**src/rtl/zx_mem_arbiter.sv**
```systemverilog
// Shares one single-port 64 KB RAM between the Z80 bus and the video fetch unit.
// Video has priority, but a CPU access waiting VID_MAX grants is served next.
module zx_mem_arbiter #(
    parameter int unsigned RAM_LAT  = 2,
    parameter logic [15:0] VID_BASE = 16'h4000,
    parameter logic [15:0] ROM_TOP  = 16'h4000,
    parameter int unsigned VID_MAX  = 4
) (
    input  logic        clk,
    input  logic        nRESET,
    input  logic        cpu_nmreq,
    input  logic        cpu_nrd,
    input  logic        cpu_nwr,
    input  logic [15:0] cpu_addr,
    input  logic [7:0]  cpu_wdata,
    output logic [7:0]  cpu_rdata,
    output logic        cpu_nwait,
    input  logic        vid_req,
    input  logic [12:0] vid_addr,
    output logic        vid_ack,
    output logic        vid_valid,
    output logic [7:0]  vid_data,
    output logic [15:0] ram_addr,
    output logic [7:0]  ram_wdata,
    output logic        ram_wren,
    input  logic [7:0]  ram_q
);

    localparam int unsigned SW = (VID_MAX < 1) ? 1 : $clog2(VID_MAX + 1);
    localparam logic [2:0] LAT = 3'(RAM_LAT);

    localparam logic [1:0] S_IDLE   = 2'd0;
    localparam logic [1:0] S_VID_RD = 2'd1;
    localparam logic [1:0] S_CPU_RD = 2'd2;
    localparam logic [1:0] S_CPU_WR = 2'd3;

    logic [1:0]    r_state;
    logic [2:0]    r_cnt;
    logic [SW-1:0] r_starve;
    logic          r_served;

    logic          w_cpu_pend;
    logic          w_starve_max;
    logic [15:0]   w_vid_addr;

    // r_served masks the request until nMREQ rises, giving one RAM access per bus cycle.
    assign w_cpu_pend   = !cpu_nmreq && (!cpu_nrd || !cpu_nwr) && !r_served;
    assign cpu_nwait    = !w_cpu_pend;
    assign w_starve_max = (r_starve == SW'(VID_MAX));
    assign w_vid_addr   = VID_BASE + {3'b000, vid_addr};

    always_ff @(posedge clk or negedge nRESET) begin
        if (!nRESET) begin
            r_state   <= S_IDLE;
            r_cnt     <= '0;
            r_starve  <= '0;
            r_served  <= 1'b0;
            cpu_rdata <= 8'hFF;
            vid_ack   <= 1'b0;
            vid_valid <= 1'b0;
            vid_data  <= 8'h00;
            ram_addr  <= 16'h0000;
            ram_wdata <= 8'h00;
            ram_wren  <= 1'b0;
        end else begin
            vid_ack   <= 1'b0;
            vid_valid <= 1'b0;
            ram_wren  <= 1'b0;
            if (cpu_nmreq) begin
                r_served <= 1'b0;
            end

            case (r_state)
                S_IDLE: begin
                    r_cnt <= '0;
                    if (vid_req && !(w_cpu_pend && w_starve_max)) begin
                        r_state  <= S_VID_RD;
                        ram_addr <= w_vid_addr;
                        vid_ack  <= 1'b1;
                        r_starve <= w_cpu_pend ? r_starve + 1'b1 : '0;
                    end else if (w_cpu_pend && !cpu_nrd) begin
                        // A cycle with both nRD and nWR low is treated as a read.
                        r_state  <= S_CPU_RD;
                        ram_addr <= cpu_addr;
                        r_starve <= '0;
                    end else if (w_cpu_pend) begin
                        r_state   <= S_CPU_WR;
                        ram_addr  <= cpu_addr;
                        ram_wdata <= cpu_wdata;
                        ram_wren  <= (cpu_addr >= ROM_TOP);
                        r_starve  <= '0;
                    end else begin
                        r_starve <= '0;
                    end
                end

                S_VID_RD: begin
                    if (r_cnt == LAT) begin
                        vid_data  <= ram_q;
                        vid_valid <= 1'b1;
                        r_cnt     <= '0;
                        r_state   <= S_IDLE;
                    end else begin
                        r_cnt <= r_cnt + 3'd1;
                    end
                end

                S_CPU_RD: begin
                    if (r_cnt == LAT) begin
                        cpu_rdata <= ram_q;
                        r_cnt     <= '0;
                        r_state   <= S_IDLE;
                        if (!cpu_nmreq) begin
                            r_served <= 1'b1;
                        end
                    end else begin
                        r_cnt <= r_cnt + 3'd1;
                    end
                end

                S_CPU_WR: begin
                    r_state <= S_IDLE;
                    if (!cpu_nmreq) begin
                        r_served <= 1'b1;
                    end
                end

                default: begin
                    r_state <= S_IDLE;
                end
            endcase
        end
    end

endmodule

```
**config.mk**
```make
export PLATFORM = sky130hd
export DESIGN_NAME = zx_mem_arbiter
export DESIGN_NICKNAME = d
export VERILOG_FILES = /design/src/rtl/zx_mem_arbiter.sv
export SDC_FILE = /design/constraint.sdc
export NUM_CORES = 1
export LEC_CHECK = 0
export ABC_AREA = 1
export CORE_MARGIN = 4
export CORE_UTILIZATION = 44
export CTS_CLUSTER_DIAMETER = 200
export DETAILED_ROUTE_END_ITERATION = 10
export PLACE_DENSITY = 0.8
export SYNTH_ARGS = -nofsm -noshare
export SYNTH_HDL_FRONTEND = slang
export SYNTH_SLANG_ARGS = --single-unit
```
**constraint.sdc**
```tcl
create_clock -name clk -period 1.79 [get_ports clk]
set_clock_uncertainty 0.15 [all_clocks]
set_input_delay 0.179 -clock clk [delete_from_list [all_inputs] [get_ports clk]]
set_output_delay 0.179 -clock clk [all_outputs]
set_load 0.005 [all_outputs]
```
# --- Word-level counts from Yosys, hierarchy flattened ---
# Index checks and enable logic that the tools add are counted.
classes:
  addsub: 3
  magnitude_cmp: 1
  eq_ne: 7
  mux: 24
  bitwise_logic: 2
  reduce_logical: 21
op_table:
  columns: ["operator", "count"]
  rows:
  - ["16-bit two-way mux", 3]
  - ["15-bit by 13-bit adder with 16-bit output (first input constant)", 1]
  - ["16-bit by 15-bit >= comparator with 1-bit output (second input constant)", 1]
  - ["1-bit two-way mux", 11]
  - ["3-bit two-way mux", 3]
  - ["2-bit two-way mux", 4]
  - ["2-bit AND reduction", 4]
  - ["3-bit by 1-bit adder with 3-bit output (second input constant)", 2]
  - ["1-bit logical NOT", 6]
  - ["2-bit case mux with 3 select lines", 1]
  - ["3-bit case mux with 2 select lines", 1]
  - ["1-bit logical AND", 5]
  - ["2-bit equality test (second input constant)", 2]
  - ["4-bit != test (second input constant)", 1]
  - ["4-bit AND reduction", 1]
  - ["3-bit by 2-bit equality test with 1-bit output (second input constant)", 1]
  - ["3-bit equality test (second input constant)", 1]
  - ["3-bit nonzero test", 1]
  - ["2-bit by 1-bit equality test with 1-bit output (second input constant)", 1]
  - ["2-bit logical NOT", 1]
  - ["2-bit by 1-bit != test with 1-bit output (second input constant)", 1]
  - ["1-bit inverter", 2]
  - ["1-bit case mux with 2 select lines", 1]
  - ["2-bit nonzero test", 1]
  - ["2 further kinds", 2]
word_totals:
  ff_bits: 52
  in_bits: 51
  out_inout_bits: 44
  elab_cells: 69

# --- Depth between registers and ports, before layout ---
logic_depth:
  ltp_word: 9
  depth_mapped: 10
  depth_no_buf: 9

# --- Worst setup path before layout ---
# No wires, ideal clock.
synth_timing:
  path_type: "register -> register"
  start: "register r_state[0]"
  end: "register ram_wdata[0]"
  setup_ns: 0.116
  arrival_ns: 1.257
  t_required_ns: 1.524
  path_slack_ns: 0.267
  stages_incl_launch_ff: 8
  n_path_buf: 0
  period_less_slack_ns: 1.523
  cell_sequence: "dfrtp_1 -> inv_1 -> ha_1 -> nand2_1 -> nor2_4 -> nand2_4 -> nand2_1 -> nand2_1"
synth_between:
  elab_chain_cells: 2
synth_rtl:
  columns: ["item", "line_no", "text"]
  rows:
  - ["start: declaration", "37", "logic [1:0] r_state;"]
  - ["start signal: assignment", "54", "r_state <= S_IDLE;"]
  - ["start signal: assignment", "77", "r_state <= S_VID_RD;"]
  - ["start signal: assignment", "83", "r_state <= S_CPU_RD;"]
  - ["2-bit logical NOT", "73", "case (r_state)"]
  - ["4-bit AND reduction (no source line)", null, null]
  - ["end signal: assignment", "89", "ram_wdata <= cpu_wdata;"]
  - ["end: declaration", "24", "output logic [7:0] ram_wdata,"]
# Every way passes these cells.
# A chain may end at the register's enable or synchronous reset.

# --- Worst setup path after layout ---
layout_timing:
  start: "register cpu_rdata[2]"
  end: "output port cpu_rdata[2]"
layout_lines:
  columns: ["item", "line_no", "text"]
  rows:
  - ["start: declaration", "16", "output logic [7:0] cpu_rdata,"]
  - ["start signal: assignment", "110", "cpu_rdata <= ram_q;"]
# No word-level cell between the ends.

==> reports/results.tsv <==
stage	metric	value	unit
synthesis	synth_top_area_cell	dfrtp_1	
placement	port-buffer-count	94	
synthesis	synthSimpleGateAreaFrac	27.6	%
clocking	insertion_delay	0.31	ns
clocking	cts_setup_buffers	0	
floorplan	core	5510	um^2
clocking	cts_buffers	5	
synthesis	synth_area	2480	um^2
synthesis	synthMuxAreaShare	0	%
synthesis	ys_seq_elements	52	
floorplan	ios	95	
worst_setup_path	worstSetupPathType	reg2out	
final_layout	drive_gt1_share	8.98	%
power_and_ir_drop	swShare	33.3	%
global_routing	grt_pass1_wl	10.1	mm
job	cap_violations	0	
drt	firstDrtPassIters	4	
power_and_ir_drop	pwr-share-seq	41.3	%
global_routing	grt_use_total	17.6	%
drt	post_drt_wl_per_cell	12.1	um
power_and_ir_drop	power_density	1360	nW/um^2
drt	drtAntennaViolNets	0	
clocking	cts_tree	done	
floorplan	die_x	83.1	um
timing	period_share	93.8	%
worst_setup_path	path_buf_inv	1	
worst_setup_path	path_cells	clkdlybuf4s50_1	
final_layout	fin_nets	458	
synthesis	yosysSeqAreaShare	52.8	%
worst_setup_path	cp.required	1.46	ns
synthesis	synth_compound_area_share	4.94	%
worst_setup_path	end_kind	primary output	
final_layout	n_antenna_cell	0	
worst_setup_path	crit_arrival	1.35	ns
power_and_ir_drop	power.leakage	1.89	nW
synthesis	synth_top_family_by_area	simple AND/OR/NAND/NOR gates	
power_and_ir_drop	internal_power	3.31	mW
drt	avgViaCountPerCell	4.74	
floorplan	initial_utilization	45.1	%
clocking	clk_pin_slew	0.10	ns
worst_setup_path	cp_max_fo	2	
synthesis	synth_fa_ha_area_share	3.53	%
timing	slew_violations	0	
global_routing	grt_max_degree	35	
worst_hold_path	hold_class	in2async	
timing	rsz0062_at_grt	no	
worst_setup_path	crit_family	flip-flops	
placement	pre_cts_ws	0.0578	ns
timing	setup-tns-final	0	ns
timing	finalHoldViolations	0	
floorplan	rows	27	
drt	drt-initial-drc-count	74	
worst_setup_path	cp_slowest_stage_delay	0.54	ns
timing	relSlewSlack	68.2	%
synthesis	yosysWarningCount	0	
synthesis	yosys.area.top_type_share	44.3	%
synthesis	synth_fp_nets	356	
floorplan	dieArea	6910	um^2
synthesis	synth_area_leaders	dfrtp_1, nand2_1, dfstp_2, nand3_1, inv_1	
synthesis	synth_area_per_cell	8.33	um^2
power_and_ir_drop	clock_power_share	13.9	%
synthesis	synthCells	298	
timing	fin_crit	1.68	ns
status	outcome	finished, final reports clean	
drt	drc	0	
timing	setup_viol	0	
clocking	cts_sinks	52	
power_and_ir_drop	p_sw	1.65	mW
worst_setup_path	crit_path_top_delay_cell	dfstp_2	
synthesis	synthXorXnorAreaFrac	0.705	%
worst_setup_path	critPathLaunchType	flip-flop	
power_and_ir_drop	p_total	4.97	mW
clocking	htree_num_levels	2	
clocking	cts_root_buf	clkbuf_8	
timing	worst_pin_slew	0.476	ns
drt	drt_wl_total	5.74	mm
global_routing	first_global_vias	2277	
floorplan	fp.dieH	83.1	um
global_routing	overflow	0	
drt	vias	2241	
clocking	clk_path_buf_depth	2	
timing	max_freq	596	MHz
timing	setup_slack	0.111	ns
global_routing	grt_antenna_before_repair	0	
synthesis	yosysUniqueCellTypes	22	
power_and_ir_drop	combPwrFrac	44.8	%
final_layout	area_delta_synth_final	47.3	%
power_and_ir_drop	vdd_drop_max	0.000896	V
placement	gp_congestion	0.841	
placement	hpwl	4.46	mm
[registers in the layout, indices dropped and copies added, names as in the netlist]
register / cells
vid_ack: 1
ram_addr: 16
ram_wren: 1
ram_wdata: 8
vid_data: 8
r_state: 2
r_starve: 3
r_cnt: 3
r_served: 1
cpu_rdata: 8
vid_valid: 1
[power by group through the flow]
stage	combinational [mW]	clock (mW)	sequential, mW
final	2.23	0.689	2.05
after global routing	2.49	0.762	2.13
after CTS	2.26	0.709	2.06
after detailed placement	2.26	0	2.06
after global placement	2.18	0	2.06
after floorplan	0.893	0	2.08
[cells in the mapped netlist, drive strengths merged]
| cell type | count |
|---|---|
| xor2 | 2 |
| dfstp | 8 |
| o22ai | 2 |
| buf | 9 |
| nand4 | 2 |
| ha | 7 |
| inv | 49 |
| o21ai | 19 |
| nand2 | 102 |
| nand3 | 40 |
| nor2 | 10 |
| dfrtp | 44 |
| a21oi | 3 |
| clkbuf | 1 |
[path summary, 6_finish.rpt]
kind	from	end	slack (ns)	cells past startpoint
max in group asynchronous	nRESET	cpu_rdata[4]$_DFFE_PN1P_	0.71	3
hold / removal	nRESET	r_starve[0]$_DFFE_PN0N_	0.18	2
min in group clk	ram_q[7]	cpu_rdata[7]$_DFFE_PN1P_	0.26	3
hold reg to reg	ram_wdata[2]$_DFFE_PN0P_	ram_wdata[2]$_DFFE_PN0P_	0.34	2
setup / recovery	cpu_rdata[2]$_DFFE_PN1P_	cpu_rdata[2]	0.11	1
setup reg to reg	r_starve[0]$_DFFE_PN0N_	ram_wdata[7]$_DFFE_PN0P_	0.16	10
[per-stage QoR]
step / instance area, um^2 / utilization, % / hold WS, ns / std cells
floorplan: 2480 / - / -0.267 / 298
CTS: 3650 / 66.4 / 0.194 / 473
global placement: 3550 / 64.5 / -0.00223 / 464
detailed placement: 3550 / 64.5 / 0.00571 / 464
finish: 3660 / 66.4 / 0.185 / 473
global route: 3660 / 66.4 / 0.223 / 473
[area by class of cell]
class                      instances  area (um^2)
clock buffer                       5         68.8
clock inverter                     3         26.3
timing repair buffer             105         1060
sequential                        52         1310
tap                               72         90.1
multi-input combinational        187          913
inverter                          49          186
fill                             472         1850
[logic make-up after synthesis]
group / count (synthesis)
xor gates and xnor gates: 2
adders and majority gates: 7
DFF: 52
buffers and inverters: 59
AOI/OAI and AO/OA: 24
and+or+nand+nor: 154
[per-layer routing]
layer	GRT usage (%)	part of all wire [%]	vias up
met1	21.3	44	1016
met4	5.94	1.7	0
li1	-	-	1120
met3	8.13	11	10
met2	27.8	43	95
met5	0	0	-
[cell usage in the layout (no fill, tap or decap)]
cell type / count
clkdlybuf4s50_1: 92
buf_2: 1
nand2_4: 4
buf_12: 3
inv_8: 1
o22ai_1: 2
a21oi_1: 3
ha_1: 7
nand3_1: 39
dfrtp_1: 44
nand2_1: 97
nor2_4: 2
dlymetal6s2s_1: 1
nand4_1: 2
nor2_1: 8
buf_4: 7
inv_4: 1
nand2_2: 1
dlygate4sd3_1: 1
dfstp_2: 8
inv_1: 48
clkinvlp_4: 2
nand3_2: 1
xor2_1: 2
clkbuf_8: 5
o21ai_0: 19
[timing repair]
action                                  CTS  global route
hold buffers                              1             0
endpoints found under the setup margin    0             1
hold endpoints to repair                 18             0
resized for setup                         0             1
(Power assumes the default switching activity.)
